## src/rtl/alu_sched_pkg.sv

```systemverilog
// Shared definitions for the two-requester ALU scheduler: op codes, FSM states
// and the default MOD unit latency.
package alu_sched_pkg;

  localparam logic [2:0] OP_AND = 3'b000;
  localparam logic [2:0] OP_OR  = 3'b001;
  localparam logic [2:0] OP_XOR = 3'b010;
  localparam logic [2:0] OP_NOR = 3'b011;
  localparam logic [2:0] OP_ADD = 3'b100;
  localparam logic [2:0] OP_LT  = 3'b101;
  localparam logic [2:0] OP_SUB = 3'b110;
  localparam logic [2:0] OP_MOD = 3'b111;

  localparam int MOD_LAT_DEF = 34;

  typedef enum logic [1:0] {
    IDLE = 2'd0,
    CLR  = 2'd1,
    EXEC = 2'd2,
    RESP = 2'd3
  } state_t;

endpackage

```

## src/rtl/rr_arb2.sv

```systemverilog
// Two-way round-robin arbiter: the pointer names the side that wins a tie and
// moves to the other side after every grant taken while advance is high.
module rr_arb2 (
  input  logic       clk,
  input  logic       reset,
  input  logic [1:0] req,
  input  logic       advance,
  output logic [1:0] grant,
  output logic       ptr
);

  always_comb begin
    grant = req;
    if (req == 2'b11) grant = ptr ? 2'b10 : 2'b01;
  end

  always_ff @(posedge clk or negedge reset) begin
    if (!reset) begin
      ptr <= 1'b0;
    end else if (advance && (grant != 2'b00)) begin
      ptr <= grant[0];
    end
  end

endmodule

```

## src/rtl/alu_sched.sv

```systemverilog
// Scheduler in front of the shared ALU: arbitrates two requesters, registers
// operands onto the ALU, sequences the multi-cycle MOD and returns the result.
//   state | meaning
//   IDLE  | readies live, waiting for a request
//   CLR   | MOD only, alu_clr pulsed for one cycle
//   EXEC  | down-counter running, ALU inputs held
//   RESP  | response held until rsp_ready
module alu_sched
  import alu_sched_pkg::*;
#(
  parameter int WIDTH   = 32,
  parameter int MOD_LAT = MOD_LAT_DEF
) (
  input  logic             clk,
  input  logic             reset,
  input  logic             req0_valid,
  output logic             req0_ready,
  input  logic [2:0]       req0_op,
  input  logic [WIDTH-1:0] req0_a,
  input  logic [WIDTH-1:0] req0_b,
  input  logic             req1_valid,
  output logic             req1_ready,
  input  logic [2:0]       req1_op,
  input  logic [WIDTH-1:0] req1_a,
  input  logic [WIDTH-1:0] req1_b,
  output logic             rsp_valid,
  input  logic             rsp_ready,
  output logic             rsp_id,
  output logic [WIDTH-1:0] rsp_data,
  output logic             rsp_err,
  output logic [WIDTH-1:0] alu_a,
  output logic [WIDTH-1:0] alu_b,
  output logic [2:0]       alu_sel,
  output logic             alu_clr,
  input  logic [WIDTH-1:0] alu_res,
  output logic             busy
);

  localparam int CW = $clog2(MOD_LAT + 1);

  state_t           state;
  logic [CW-1:0]    cnt;
  logic             id_q;
  logic             err_q;
  logic [1:0]       grant;
  logic             ptr_unused;
  logic             accept_ok;
  logic             accept;
  logic [2:0]       acc_op;
  logic [WIDTH-1:0] acc_a;
  logic [WIDTH-1:0] acc_b;
  logic             acc_mod;

  // Readies are gated by reset so a held valid cannot look accepted in reset.
  assign accept_ok  = (state == IDLE) && reset;
  assign req0_ready = accept_ok & grant[0];
  assign req1_ready = accept_ok & grant[1];
  assign accept     = req0_ready | req1_ready;

  assign acc_op  = grant[1] ? req1_op : req0_op;
  assign acc_a   = grant[1] ? req1_a  : req0_a;
  assign acc_b   = grant[1] ? req1_b  : req0_b;
  assign acc_mod = (acc_op == OP_MOD);

  assign rsp_valid = (state == RESP);
  assign busy      = (state != IDLE);

  rr_arb2 u_arb (
    .clk     (clk),
    .reset   (reset),
    .req     ({req1_valid, req0_valid}),
    .advance (accept_ok),
    .grant   (grant),
    .ptr     (ptr_unused)
  );

  always_ff @(posedge clk or negedge reset) begin
    if (!reset) begin
      state    <= IDLE;
      cnt      <= '0;
      id_q     <= 1'b0;
      err_q    <= 1'b0;
      alu_a    <= '0;
      alu_b    <= '0;
      alu_sel  <= OP_AND;
      alu_clr  <= 1'b0;
      rsp_id   <= 1'b0;
      rsp_data <= '0;
      rsp_err  <= 1'b0;
    end else begin
      alu_clr <= 1'b0;
      case (state)
        IDLE: begin
          if (accept) begin
            alu_a   <= acc_a;
            alu_b   <= acc_b;
            alu_sel <= acc_op;
            id_q    <= grant[1];
            err_q   <= acc_mod && (acc_b == '0);
            cnt     <= CW'(1);
            if (acc_mod && (acc_b != '0)) begin
              alu_clr <= 1'b1;
              state   <= CLR;
            end else begin
              state <= EXEC;
            end
          end
        end
        CLR: begin
          cnt   <= CW'(MOD_LAT);
          state <= EXEC;
        end
        EXEC: begin
          if (cnt == CW'(1)) begin
            // Divide-by-zero bypasses the ALU and returns the dividend.
            rsp_data <= err_q ? alu_a : alu_res;
            rsp_err  <= err_q;
            rsp_id   <= id_q;
            state    <= RESP;
          end else begin
            cnt <= cnt - CW'(1);
          end
        end
        RESP: begin
          if (rsp_ready) state <= IDLE;
        end
        default: state <= IDLE;
      endcase
    end
  end

endmodule

```

## config.mk

```make
export PLATFORM = sky130hd
export DESIGN_NAME = alu_sched
export DESIGN_NICKNAME = d
export VERILOG_FILES = /design/src/rtl/alu_sched_pkg.sv /design/src/rtl/rr_arb2.sv /design/src/rtl/alu_sched.sv
export SDC_FILE = /design/constraint.sdc
export NUM_CORES = 1
export LEC_CHECK = 0
export ABC_CLOCK_PERIOD_IN_PS = 2450
export CORE_MARGIN = 1.5
export CORE_UTILIZATION = 40
export DETAILED_ROUTE_END_ITERATION = 10
export GPL_ROUTABILITY_DRIVEN = 0
export PLACE_DENSITY = 0.8
export SLEW_MARGIN = 15
export SYNTH_ARGS = -nofsm -noshare
export SYNTH_HDL_FRONTEND = slang
export SYNTH_SLANG_ARGS = --single-unit
```

## constraint.sdc

```tcl
create_clock -name clk -period 2.45 [get_ports clk]
set_clock_uncertainty 0.1 [all_clocks]
set_input_delay 0.3675 -clock clk [delete_from_list [all_inputs] [get_ports clk]]
set_output_delay 0.3675 -clock clk [all_outputs]
set_load 0.01 [all_outputs]
```

==> flow_summary.json, run 1 <==
{
  "status": "finished, final reports clean",
  "post-cts-setup-buffers": 0,
  "worst-path-max-fanout": 7,
  "grt_setup_unrepaired": "false",
  "sequentialPowerShare": 0.330,
  "die_h_um": 120,
  "vias_per_cell": 5.18,
  "p_leak_nw": 3.99,
  "final-hold-violation-count": 0,
  "power.ir.vdd_worst_v": 0.000553,
  "track_usage": 0.248,
  "core_region_area_um2": 13200,
  "portBuffers": 276,
  "insertion_delay_ns": 0.41,
  "area_of_the_die_um2": 14300,
  "maximum_number_of_pins_on_one_net_before_global_route_repair": 137,
  "number_of_iterations_in_the_first_detailed_routing_pass": 5,
  "max_stage_delay_ns": 0.55,
  "max_freq_mhz": 424,
  "worst_hold_path_type": "register to register",
  "path_clk_slew_ns": 0.05,
  "first_pass_grt_wire_length_um": 27300,
  "avgRoutedWirePerCell_um": 17.6,
  "place_hpwl_um": 13300,
  "finalCriticalPeriod_ns": 2.36,
  "clock_sink_count": 113,
  "cts-root-to-sink-buffers": 2,
  "p_clk_frac": 0.239,
  "ctsHtreeMaxLevel": 4,
  "switching_share": 0.341,
  "final-instance-count-excl-fill": 1005,
  "worst_path_most_repeated_cell": "sky130_fd_sc_hd__inv_1",
  "global_route.overflow_total": 0,
  "dr.first_iter.drc_count": 260,
  "antenna_found_initial": 1,
  "finalWirelength_um": 17700,
  "placed_cells": 972,
  "syn-mean-instance-area_um2": 9.97,
  "timing.final.crit_share": 0.963,
  "mapped_nets": 722,
  "ys_seq_area_frac": 0.520,
  "pwr_cell_area_nw_per_um2": 1100,
  "comb_power_share": 0.431,
  "yosys.cell_types.count": 33,
  "dr_total_vias": 5202,
  "netlist_instances": 545,
  "rr_startpoint": "state[0]",
  "max_slew_margin": 0.386,
  "path_cells": "inv_1 > ha_1 > buf_4 > inv_1 > clkdlybuf4s50_1",
  "critical_path.startpoint": "state[0]",
  "final-max-slew-violation-count": 0,
  "design.final.nets": 993,
  "internal-power_mw": 6.51,
  "tritoncts": "yes",
  "final_core_utilization": 0.678,
  "synth_seq_cells": 113,
  "setup_total_negative_slack_ns": 0,
  "syn-cell-area_um2": 5440,
  "setup_ws_ns": 0.0898,
  "tightestPinTransition_ns": 0.921,
  "worstHoldPathCells": 2,
  "io_pins": 277,
  "cpMaxStageDelayCell": "sky130_fd_sc_hd__clkdlybuf4s50_1",
  "cts-root-buf": "sky130_fd_sc_hd__clkbuf_16",
  "drcViolationCount": 0,
  "endpoint_kind": "output port",
  "r2r_cells": 7,
  "tritoncts.num_buffers": 17,
  "initial_core_util": 0.410,
  "worst-endpoint-arrival_ns": 1.89,
  "first_global_vias": 5357,
  "min-delay-start": "rsp_data[20]",
  "net_switching_power_mw": 3.37,
  "layout-drive-gt1-share": 0.0531,
  "synth-warning-count": 0,
  "max_cap_violations": 0,
  "finalSetupViolCount": 0,
  "area_growth_syn_to_fin_pct": 65.1,
  "cp-start-kind": "register",
  "timing.critical_path.required_ns": 1.98,
  "die_width_um": 120,
  "preCtsSetupSlack_ns": 0.0932,
  "critical_path_class": "register to output port",
  "cell_row_count": 42,
  "detail-route-antenna-nets": 0
}
## power by group through the flow
stage | logic (mW) | clock network [mW] | registers [mW]
6_report | 4.26 | 2.36 | 3.26
5_1_grt | 4.64 | 2.50 | 3.37
4_1_cts | 4.29 | 2.41 | 3.27
3_5_place_dp | 4.27 | 0 | 3.28
3_3_place_gp | 4.14 | 0 | 3.24
2_1_floorplan | 1.52 | 0 | 3.54
## layout by cell type, fill, tap and decap left out, types with 6 or more instances in the layout
cell	Yosys	routed
sky130_fd_sc_hd__clkdlybuf4s50_1	0	274
sky130_fd_sc_hd__dfrtp_1	113	112
sky130_fd_sc_hd__nand2_1	109	109
sky130_fd_sc_hd__o21ai_0	109	109
sky130_fd_sc_hd__mux2i_1	99	99
sky130_fd_sc_hd__clkbuf_16	0	17
sky130_fd_sc_hd__nor4_1	16	16
sky130_fd_sc_hd__inv_1	10	10
sky130_fd_sc_hd__nor2_1	8	8
sky130_fd_sc_hd__buf_4	0	8
sky130_fd_sc_hd__nand4_1	6	6
sky130_fd_sc_hd__ha_1	6	6
## per-layer routing
layer  global-route usage  part of all wire  up-vias
met1                0.266              0.38     2474
li1                     -                 -     2457
met4                0.104             0.021        0
met3               0.0903             0.091       28
met5                    0                 0        -
met2                0.441              0.51      243
## area by class of cell
| class | instances | area (µm²) |
|---|---|---|
| Multi-Input combinational cell | 387 | 2440 |
| Timing Repair Buffer | 287 | 2880 |
| Antenna cell | 1 | 2.50 |
| Inverter | 10 | 37.5 |
| Tap cell | 176 | 220 |
| Clock inverter | 6 | 80.1 |
| Fill cell | 1060 | 4270 |
| Clock buffer | 25 | 485 |
| Sequential cell | 113 | 2830 |
## critical path: cells and delay by family, from the launching register on
family                     cells  cell delay [ns]
buffers and inverters          4             0.88
DFF                            1             0.39
adders and majority gates      1             0.21
## cell families after synthesis
kind of cell / count (synthesis) / synth area share
DFF: 113 / 0.520
and+or+nand+nor: 151 / 0.118
xor gates and xnor gates: 1 / 0.00161
AOI/OAI and AO/OA: 128 / 0.125
adders and majority gates: 6 / 0.0138
buffers and inverters: 45 / 0.0345
muxes: 101 / 0.186
## path summary, 6_finish.rpt
kind                                      to  slack (ns)
worst min register to register  rsp_data[20]        0.38
worst min-delay path            rsp_data[20]        0.38
worst max-delay path                    busy        0.09
max in group asynchronous          alu_a[23]        0.33
min in group asynchronous               id_q        0.57
worst max register to register      state[0]        0.41
## flip-flops by register name, indices dropped and copies added, names as in the netlist
register   cells
alu_a         32
rsp_err        1
err_q          1
alu_b         32
state          2
rsp_id         1
rsp_data      32
id_q           1
alu_clr        1
cnt            6
u_arb.ptr      1
alu_sel        3
## what timing repair did
item,in CTS,in global routing
endpoints found under the hold margin,12,0
hold buffers,1,0
gates resized for setup,1,0
setup endpoints to repair,1,0
## synth_stat cells
cell | number | share of area
sky130_fd_sc_hd__nand4_1 | 6 | 0.0069
sky130_fd_sc_hd__inv_1 | 10 | 0.0069
sky130_fd_sc_hd__nor4_1 | 16 | 0.018
sky130_fd_sc_hd__o22ai_1 | 2 | 0.0023
sky130_fd_sc_hd__clkbuf_1 | 23 | 0.016
sky130_fd_sc_hd__buf_6 | 1 | 0.0021
sky130_fd_sc_hd__xnor2_1 | 1 | 0.0016
sky130_fd_sc_hd__a21o_1 | 2 | 0.0028
sky130_fd_sc_hd__a211oi_1 | 1 | 0.0014
sky130_fd_sc_hd__mux2_2 | 2 | 0.0041
sky130_fd_sc_hd__o32ai_1 | 1 | 0.0016
sky130_fd_sc_hd__nor3_1 | 3 | 0.0028
sky130_fd_sc_hd__a222oi_1 | 1 | 0.0018
sky130_fd_sc_hd__nor2_1 | 8 | 0.0055
sky130_fd_sc_hd__dfrtp_1 | 113 | 0.52
sky130_fd_sc_hd__ha_1 | 6 | 0.014
sky130_fd_sc_hd__o21ai_1 | 2 | 0.0018
sky130_fd_sc_hd__buf_1 | 2 | 0.0014
sky130_fd_sc_hd__o31ai_1 | 1 | 0.0014
sky130_fd_sc_hd__a21oi_1 | 5 | 0.0046
sky130_fd_sc_hd__or2_2 | 1 | 0.0012
sky130_fd_sc_hd__a211o_1 | 1 | 0.0016
sky130_fd_sc_hd__nand2_1 | 109 | 0.075
sky130_fd_sc_hd__o21ai_0 | 109 | 0.10
sky130_fd_sc_hd__o211ai_2 | 1 | 0.0023
sky130_fd_sc_hd__nand2b_1 | 1 | 0.0012
sky130_fd_sc_hd__o211ai_1 | 1 | 0.0014
sky130_fd_sc_hd__o22a_1 | 1 | 0.0016
sky130_fd_sc_hd__buf_2 | 9 | 0.0083
sky130_fd_sc_hd__mux2i_1 | 99 | 0.18
sky130_fd_sc_hd__and3_1 | 1 | 0.0012
sky130_fd_sc_hd__nand3_1 | 5 | 0.0046
sky130_fd_sc_hd__and2_2 | 1 | 0.0014
## per-stage QoR
step	area (µm²)	hold WS [ns]	total power, mW
2_1_floorplan	5440	-0.0281	5.06
3_3_place_gp	8400	0.360	7.38
3_5_place_dp	8400	0.370	7.55
4_1_cts	8970	0.382	9.97
5_1_grt	8980	0.401	10.5
6_report	8980	0.375	9.89
(Power assumes the default switching activity.)
==> run 2, diff against run 1 <==
--- a/config.mk
+++ b/config.mk
@@ -7,10 +7,12 @@
 export LEC_CHECK = 0
 export ABC_CLOCK_PERIOD_IN_PS = 2450
 export CORE_MARGIN = 1.5
-export CORE_UTILIZATION = 40
+export CORE_UTILIZATION = 41
+export CTS_BUF_LIST = sky130_fd_sc_hd__clkbuf_4
 export DETAILED_ROUTE_END_ITERATION = 10
 export GPL_ROUTABILITY_DRIVEN = 0
-export PLACE_DENSITY = 0.8
+export GPL_TIMING_DRIVEN = 0
+export PLACE_DENSITY = 0.82
 export SLEW_MARGIN = 15
 export SYNTH_ARGS = -nofsm -noshare
 export SYNTH_HDL_FRONTEND = slang
==> flow_summary.json, run 2 (synthesis gave the netlist of run 1 again) <==
{
  "worst_path_dominant_cell_family": "buffers and inverters",
  "power.ir.vdd_worst_v": 0.000522,
  "worst_r2r_endpoint": "err_q",
  "placed_area_um2": 8440,
  "dr.first_iter.drc_count": 324,
  "worst_hold_path_type": "input port to async pin",
  "area_of_the_die_um2": 14000,
  "cts-root-to-sink-buffers": 2,
  "cpMaxStageDelayCell": "sky130_fd_sc_hd__clkdlybuf4s50_1",
  "die_width_um": 118,
  "first_pass_grt_wire_length_um": 29900,
  "critical_path.startpoint": "req0_valid",
  "antenna_found_initial": 1,
  "hold_slack_ns": -0.236,
  "maximum_number_of_pins_on_one_net_before_global_route_repair": 76,
  "final-hold-violation-count": 73,
  "layout-drive-gt1-share": 0.0684,
  "final-max-slew-violation-count": 0,
  "initial_core_util": 0.426,
  "p_leak_nw": 3.93,
  "number_of_iterations_in_the_first_detailed_routing_pass": 4,
  "mostFrequentLayoutCell": "sky130_fd_sc_hd__clkdlybuf4s50_1",
  "cp-start-kind": "input port",
  "drcViolationCount": 0,
  "cts-hold-fix-buffers": 3,
  "avgRoutedWirePerCell_um": 18.5,
  "violations": "negative hold slack",
  "detail-route-antenna-nets": 0,
  "vias_per_cell": 5.26,
  "finalWirelength_um": 19200,
  "worst-path-max-fanout": 10,
  "max_stage_delay_ns": 0.51,
  "global_route.overflow_total": 0,
  "layout.cell_area.non_filler_um2": 8830,
  "die_h_um": 118,
  "tritoncts.num_buffers": 17,
  "dr_total_vias": 5445,
  "insertion_delay_ns": 0.51,
  "timing.critical_path.required_ns": 1.98,
  "tritoncts": "yes",
  "tightestPinTransition_ns": 0.764,
  "r2r_setup_slack_ns": 0.20,
  "finalCriticalPeriod_ns": 2.36,
  "worstSetupPathDepth": 7,
  "endpoint_kind": "output port",
  "first_global_vias": 5642,
  "ctsHtreeMaxLevel": 4,
  "design_power_total_mw": 9.03,
  "path_cells": "clkdlybuf4s50_1 > inv_1 > o21ai_2 > buf_6 > buf_8 > nor2_1 > dlygate4sd2_1",
  "critical_path_class": "input port to output port",
  "design.final.nets": 1028,
  "r2r_cells": 8,
  "timing.final.crit_share": 0.964,
  "path_clk_slew_ns": 0.09,
  "status": "finished with violations",
  "worst-endpoint-arrival_ns": 1.89,
  "portBuffers": 276,
  "io_pins": 277,
  "max_freq_mhz": 423,
  "worst_setup_path_endpoint": "req1_ready",
  "largestRegisters": "alu_a x32, alu_b x32, rsp_data x32",
  "finalSetupViolCount": 0,
  "max_cap_violations": 0,
  "track_usage": 0.277,
  "pwr_cell_area_nw_per_um2": 1020,
  "cts-root-buf": "sky130_fd_sc_hd__clkbuf_4",
  "area_growth_syn_to_fin_pct": 62.5,
  "cell_row_count": 41,
  "core_region_area_um2": 12800,
  "timing.critical_path.buf_inv": 5,
  "rr_startpoint": "state[0]",
  "clock_sink_count": 113,
  "layout_common_cells": "273 x sky130_fd_sc_hd__clkdlybuf4s50_1, 113 x sky130_fd_sc_hd__dfrtp_1, 109 x sky130_fd_sc_hd__nand2_1, 109 x sky130_fd_sc_hd__o21ai_0, 99 x sky130_fd_sc_hd__mux2i_1",
  "place_hpwl_um": 15200,
  "max_slew_margin": 0.491,
  "num-fill-cells": 966
}
==> run 2: cell count changes in the layout (fill, tap and decap cells not counted), moves of 2 or more <==
cell and change:
sky130_fd_sc_hd__clkbuf_16 -17, sky130_fd_sc_hd__clkbuf_4 +17, sky130_fd_sc_hd__clkbuf_1 +16, sky130_fd_sc_hd__buf_2 +7
sky130_fd_sc_hd__clkinv_1 +4, sky130_fd_sc_hd__buf_6 +3, sky130_fd_sc_hd__clkbuf_8 -3, sky130_fd_sc_hd__buf_1 +2
sky130_fd_sc_hd__clkbuf_2 +2, sky130_fd_sc_hd__clkinvlp_4 +2, sky130_fd_sc_hd__inv_1 -2, sky130_fd_sc_hd__inv_2 +2
==> run 2: worst min path at each step <==
stage,endpoint,start,cells after the start
2_1_floorplan,alu_a[0],reset,0
3_3_place_gp,id_q,id_q,1
3_5_place_dp,alu_b[10],reset,1
4_1_cts,alu_a[7],reset,2
5_1_grt,rsp_data[4],reset,2
6_report,cnt[5],reset,2
==> run 2: worst reg2reg max path, cell delays in order, from the launching register on <==
cell                       delay (ns)
sky130_fd_sc_hd__dfrtp_1         0.38
sky130_fd_sc_hd__inv_2           0.07
sky130_fd_sc_hd__ha_4            0.18
sky130_fd_sc_hd__o211ai_2        0.12
sky130_fd_sc_hd__buf_6           0.19
sky130_fd_sc_hd__clkbuf_1        0.38
sky130_fd_sc_hd__clkbuf_1        0.51
sky130_fd_sc_hd__nand2_1         0.14
sky130_fd_sc_hd__o21ai_0         0.12
==> run 2: what timing repair did <==
action | in CTS | in global routing
setup buffers | 1 | 6
gates cloned | 0 | 0
endpoints found under the setup margin | 16 | 40
pin swaps | 1 | 1
resized for setup | 12 | 4
endpoints found under the hold margin | 40 | 73
==> run 2: final cells by class <==
class	instances	area, µm²	area share
Timing Repair Buffer	287	2890	0.327
Sequential cell	113	2830	0.320
Multi-Input combinational cell	387	2440	0.276
Tap cell	172	215	0.0244
Buffer	35	169	0.0191
Clock buffer	17	128	0.0145
Clock inverter	14	124	0.0140
Inverter	10	37.5	0.00425
Antenna cell	1	2.50	0.000283
==> run 2: metal layers <==
metal  GRT usage  wire (µm)  vias up
li1            -          -     2544
met1       0.313       7490     2608
met2       0.480       9430      237
met3      0.0854       1460       56
met4       0.125        777        0
met5           0          0        -
==> run 2: through the flow <==
stage	TNS [ns]	util	std cells	worst slack, ns
2_1_floorplan	0	-	545	0.517
5_1_grt	-0.00309	0.691	1036	-0.00179
4_1_cts	0	0.687	1029	0.0251
3_3_place_gp	-714.98	0.659	993	-4.35
6_report	0	0.691	1036	0.0876
3_5_place_dp	-7.30	0.661	994	-0.509
==> run 2: where the power goes <==
part           internal [mW]  total [mW]  switching (mW)
registers               2.69        3.24           0.545
logic                   2.35        4.52            2.17
clock network          0.576        1.27           0.697
==> run 3, diff against run 2 <==
--- a/config.mk
+++ b/config.mk
@@ -6,6 +6,7 @@
 export NUM_CORES = 1
 export LEC_CHECK = 0
 export ABC_CLOCK_PERIOD_IN_PS = 2450
+export CORE_ASPECT_RATIO = 1.75
 export CORE_MARGIN = 1.5
 export CORE_UTILIZATION = 41
 export CTS_BUF_LIST = sky130_fd_sc_hd__clkbuf_4
==> flow_summary.json, run 3 (synthesis gave the netlist of run 1 again) <==
{
  "status": "finished with violations",
  "violations": "negative hold slack",
  "largestRegisters": "alu_a x32, alu_b x32, rsp_data x32",
  "track_usage": 0.274,
  "die_h_um": 155,
  "layout.cell_area.non_filler_um2": 8840,
  "p_leak_nw": 3.92,
  "area_of_the_die_um2": 14000,
  "die_width_um": 90.0,
  "detail-route-antenna-nets": 0,
  "timing.critical_path.required_ns": 1.98,
  "grt_setup_unrepaired": "false",
  "cts-hold-fix-buffers": 5,
  "switching_share": 0.392,
  "mostFrequentLayoutCell": "sky130_fd_sc_hd__clkdlybuf4s50_1",
  "tritoncts.num_buffers": 17,
  "first_pass_grt_wire_length_um": 29800,
  "insertion_delay_ns": 0.50,
  "layout-drive-gt1-share": 0.0729,
  "critical_path_class": "input port to output port",
  "tritoncts": "yes",
  "final-hold-violation-count": 84,
  "area_growth_syn_to_fin_pct": 62.7,
  "vias_per_cell": 5.26,
  "path_cells": "clkdlybuf4s50_1 > inv_1 > o21ai_4 > buf_6 > buf_8 > nor2_1 > dlygate4sd2_1",
  "antenna_found_initial": 1,
  "worst-endpoint-arrival_ns": 1.85,
  "placed_cells": 993,
  "cpMaxStageDelayCell": "sky130_fd_sc_hd__clkdlybuf4s50_1",
  "place_hpwl_um": 15300,
  "max_freq_mhz": 432,
  "worst_hold_path_type": "input port to async pin",
  "net_switching_power_mw": 3.50,
  "sequentialPowerShare": 0.363,
  "worst_path_dominant_cell_family": "buffers and inverters",
  "endpoint_kind": "output port",
  "number_of_iterations_in_the_first_detailed_routing_pass": 4,
  "ctsHtreeMaxLevel": 4,
  "design_power_total_mw": 8.92,
  "comb_power_share": 0.503,
  "placed_area_um2": 8440,
  "path_clk_slew_ns": 0.12,
  "worst-path-max-fanout": 10,
  "global_route.overflow_total": 0,
  "dr.first_iter.drc_count": 289,
  "maximum_number_of_pins_on_one_net_before_global_route_repair": 87,
  "power.ir.vdd_worst_v": 0.000503,
  "dr_total_vias": 5449,
  "clock_sink_count": 113,
  "max_slew_margin": 0.478,
  "setup_total_negative_slack_ns": 0,
  "final-max-slew-violation-count": 0,
  "final-instance-count-excl-fill": 1036,
  "setup_ws_ns": 0.137,
  "cell_row_count": 55,
  "timing.critical_path.buf_inv": 5,
  "pwr_cell_area_nw_per_um2": 1010,
  "finalWirelength_um": 19200,
  "p_clk_frac": 0.134,
  "first_global_vias": 5808,
  "core_region_area_um2": 12900,
  "max_cap_violations": 0,
  "portBuffers": 276,
  "preCtsSetupSlack_ns": -0.692,
  "io_pins": 277,
  "layout_common_cells": "273 x sky130_fd_sc_hd__clkdlybuf4s50_1, 113 x sky130_fd_sc_hd__dfrtp_1, 109 x sky130_fd_sc_hd__nand2_1, 109 x sky130_fd_sc_hd__o21ai_0, 99 x sky130_fd_sc_hd__mux2i_1",
  "hold_slack_ns": -0.0773,
  "finalCriticalPeriod_ns": 2.31,
  "finalSetupViolCount": 0,
  "cp-start-kind": "input port",
  "tightestPinTransition_ns": 0.782,
  "initial_core_util": 0.420,
  "design.final.nets": 1028,
  "drcViolationCount": 0,
  "cts-root-buf": "sky130_fd_sc_hd__clkbuf_4",
  "internal-power_mw": 5.42,
  "cts-root-to-sink-buffers": 2,
  "avgRoutedWirePerCell_um": 18.5,
  "max_stage_delay_ns": 0.52,
  "final_core_utilization": 0.684,
  "timing.final.crit_share": 0.944
}
-- run 3: cell types whose count changed in the layout (fill, tap and decap cells not counted), sizes merged --
cell,before,now
clkinv,10,6
inv,10,14
clkinvlp,2,5
bufinv,2,0
clkbuf,40,41
dlygate4sd2,2,1
-- run 3: power groups by stage --
| stage | Combinational, mW | Clock, mW | Sequential, mW |
|---|---|---|---|
| 5_1_grt | 4.85 | 1.31 | 3.34 |
| 4_1_cts | 4.47 | 1.22 | 3.24 |
| 3_5_place_dp | 4.37 | 0 | 3.28 |
| 2_1_floorplan | 1.52 | 0 | 3.54 |
| 6_report | 4.48 | 1.20 | 3.24 |
| 3_3_place_gp | 4.21 | 0 | 3.22 |
-- run 3: per-layer routing --
layer | global-route usage | vias to the layer above | share of wire
li1 | - | 2544 | -
met1 | 0.281 | 2620 | 0.35
met2 | 0.522 | 249 | 0.57
met3 | 0.0621 | 36 | 0.056
met4 | 0.121 | 0 | 0.027
met5 | 0 | - | 0
-- run 3: cell type report --
cell class,instances,area [µm²]
multi-input cells,387,2440
flip-flops and latches,113,2830
repair buffers,287,2910
clock inverters,15,110
inverters,10,37.5
clock buffers,17,128
fillers,1041,4090
well taps,171,214
plain buffers,35,168
diodes,1,2.50
-- run 3: final timing paths --
| kind | from | to | slack (ns) | depth (start not counted) |
|---|---|---|---|---|
| min reg2reg | rsp_data[22] | rsp_data[22] | 0.39 | 2 |
| max in group asynchronous | reset | rsp_data[24] | 1.54 | 6 |
| max reg2reg | state[1] | err_q | 0.23 | 8 |
| max | req0_valid | req1_ready | 0.14 | 7 |
| min | reset | alu_b[0] | -0.08 | 4 |
| min in group clk | rsp_data[22] | rsp_data[22] | 0.39 | 2 |
-- run 3: worst min-delay path: cells and delay by family --
family / cells / cell delay, ns
buffers and inverters: 4 / 0.60
-- run 3: repair_timing --
item / 4_1_cts / 5_1_grt
setup buffers: 1 / 4
endpoints found under the setup margin: 3 / 36
hold endpoints to repair: 63 / 84
gates resized for setup: 12 / 4
pin swaps: 2 / 2
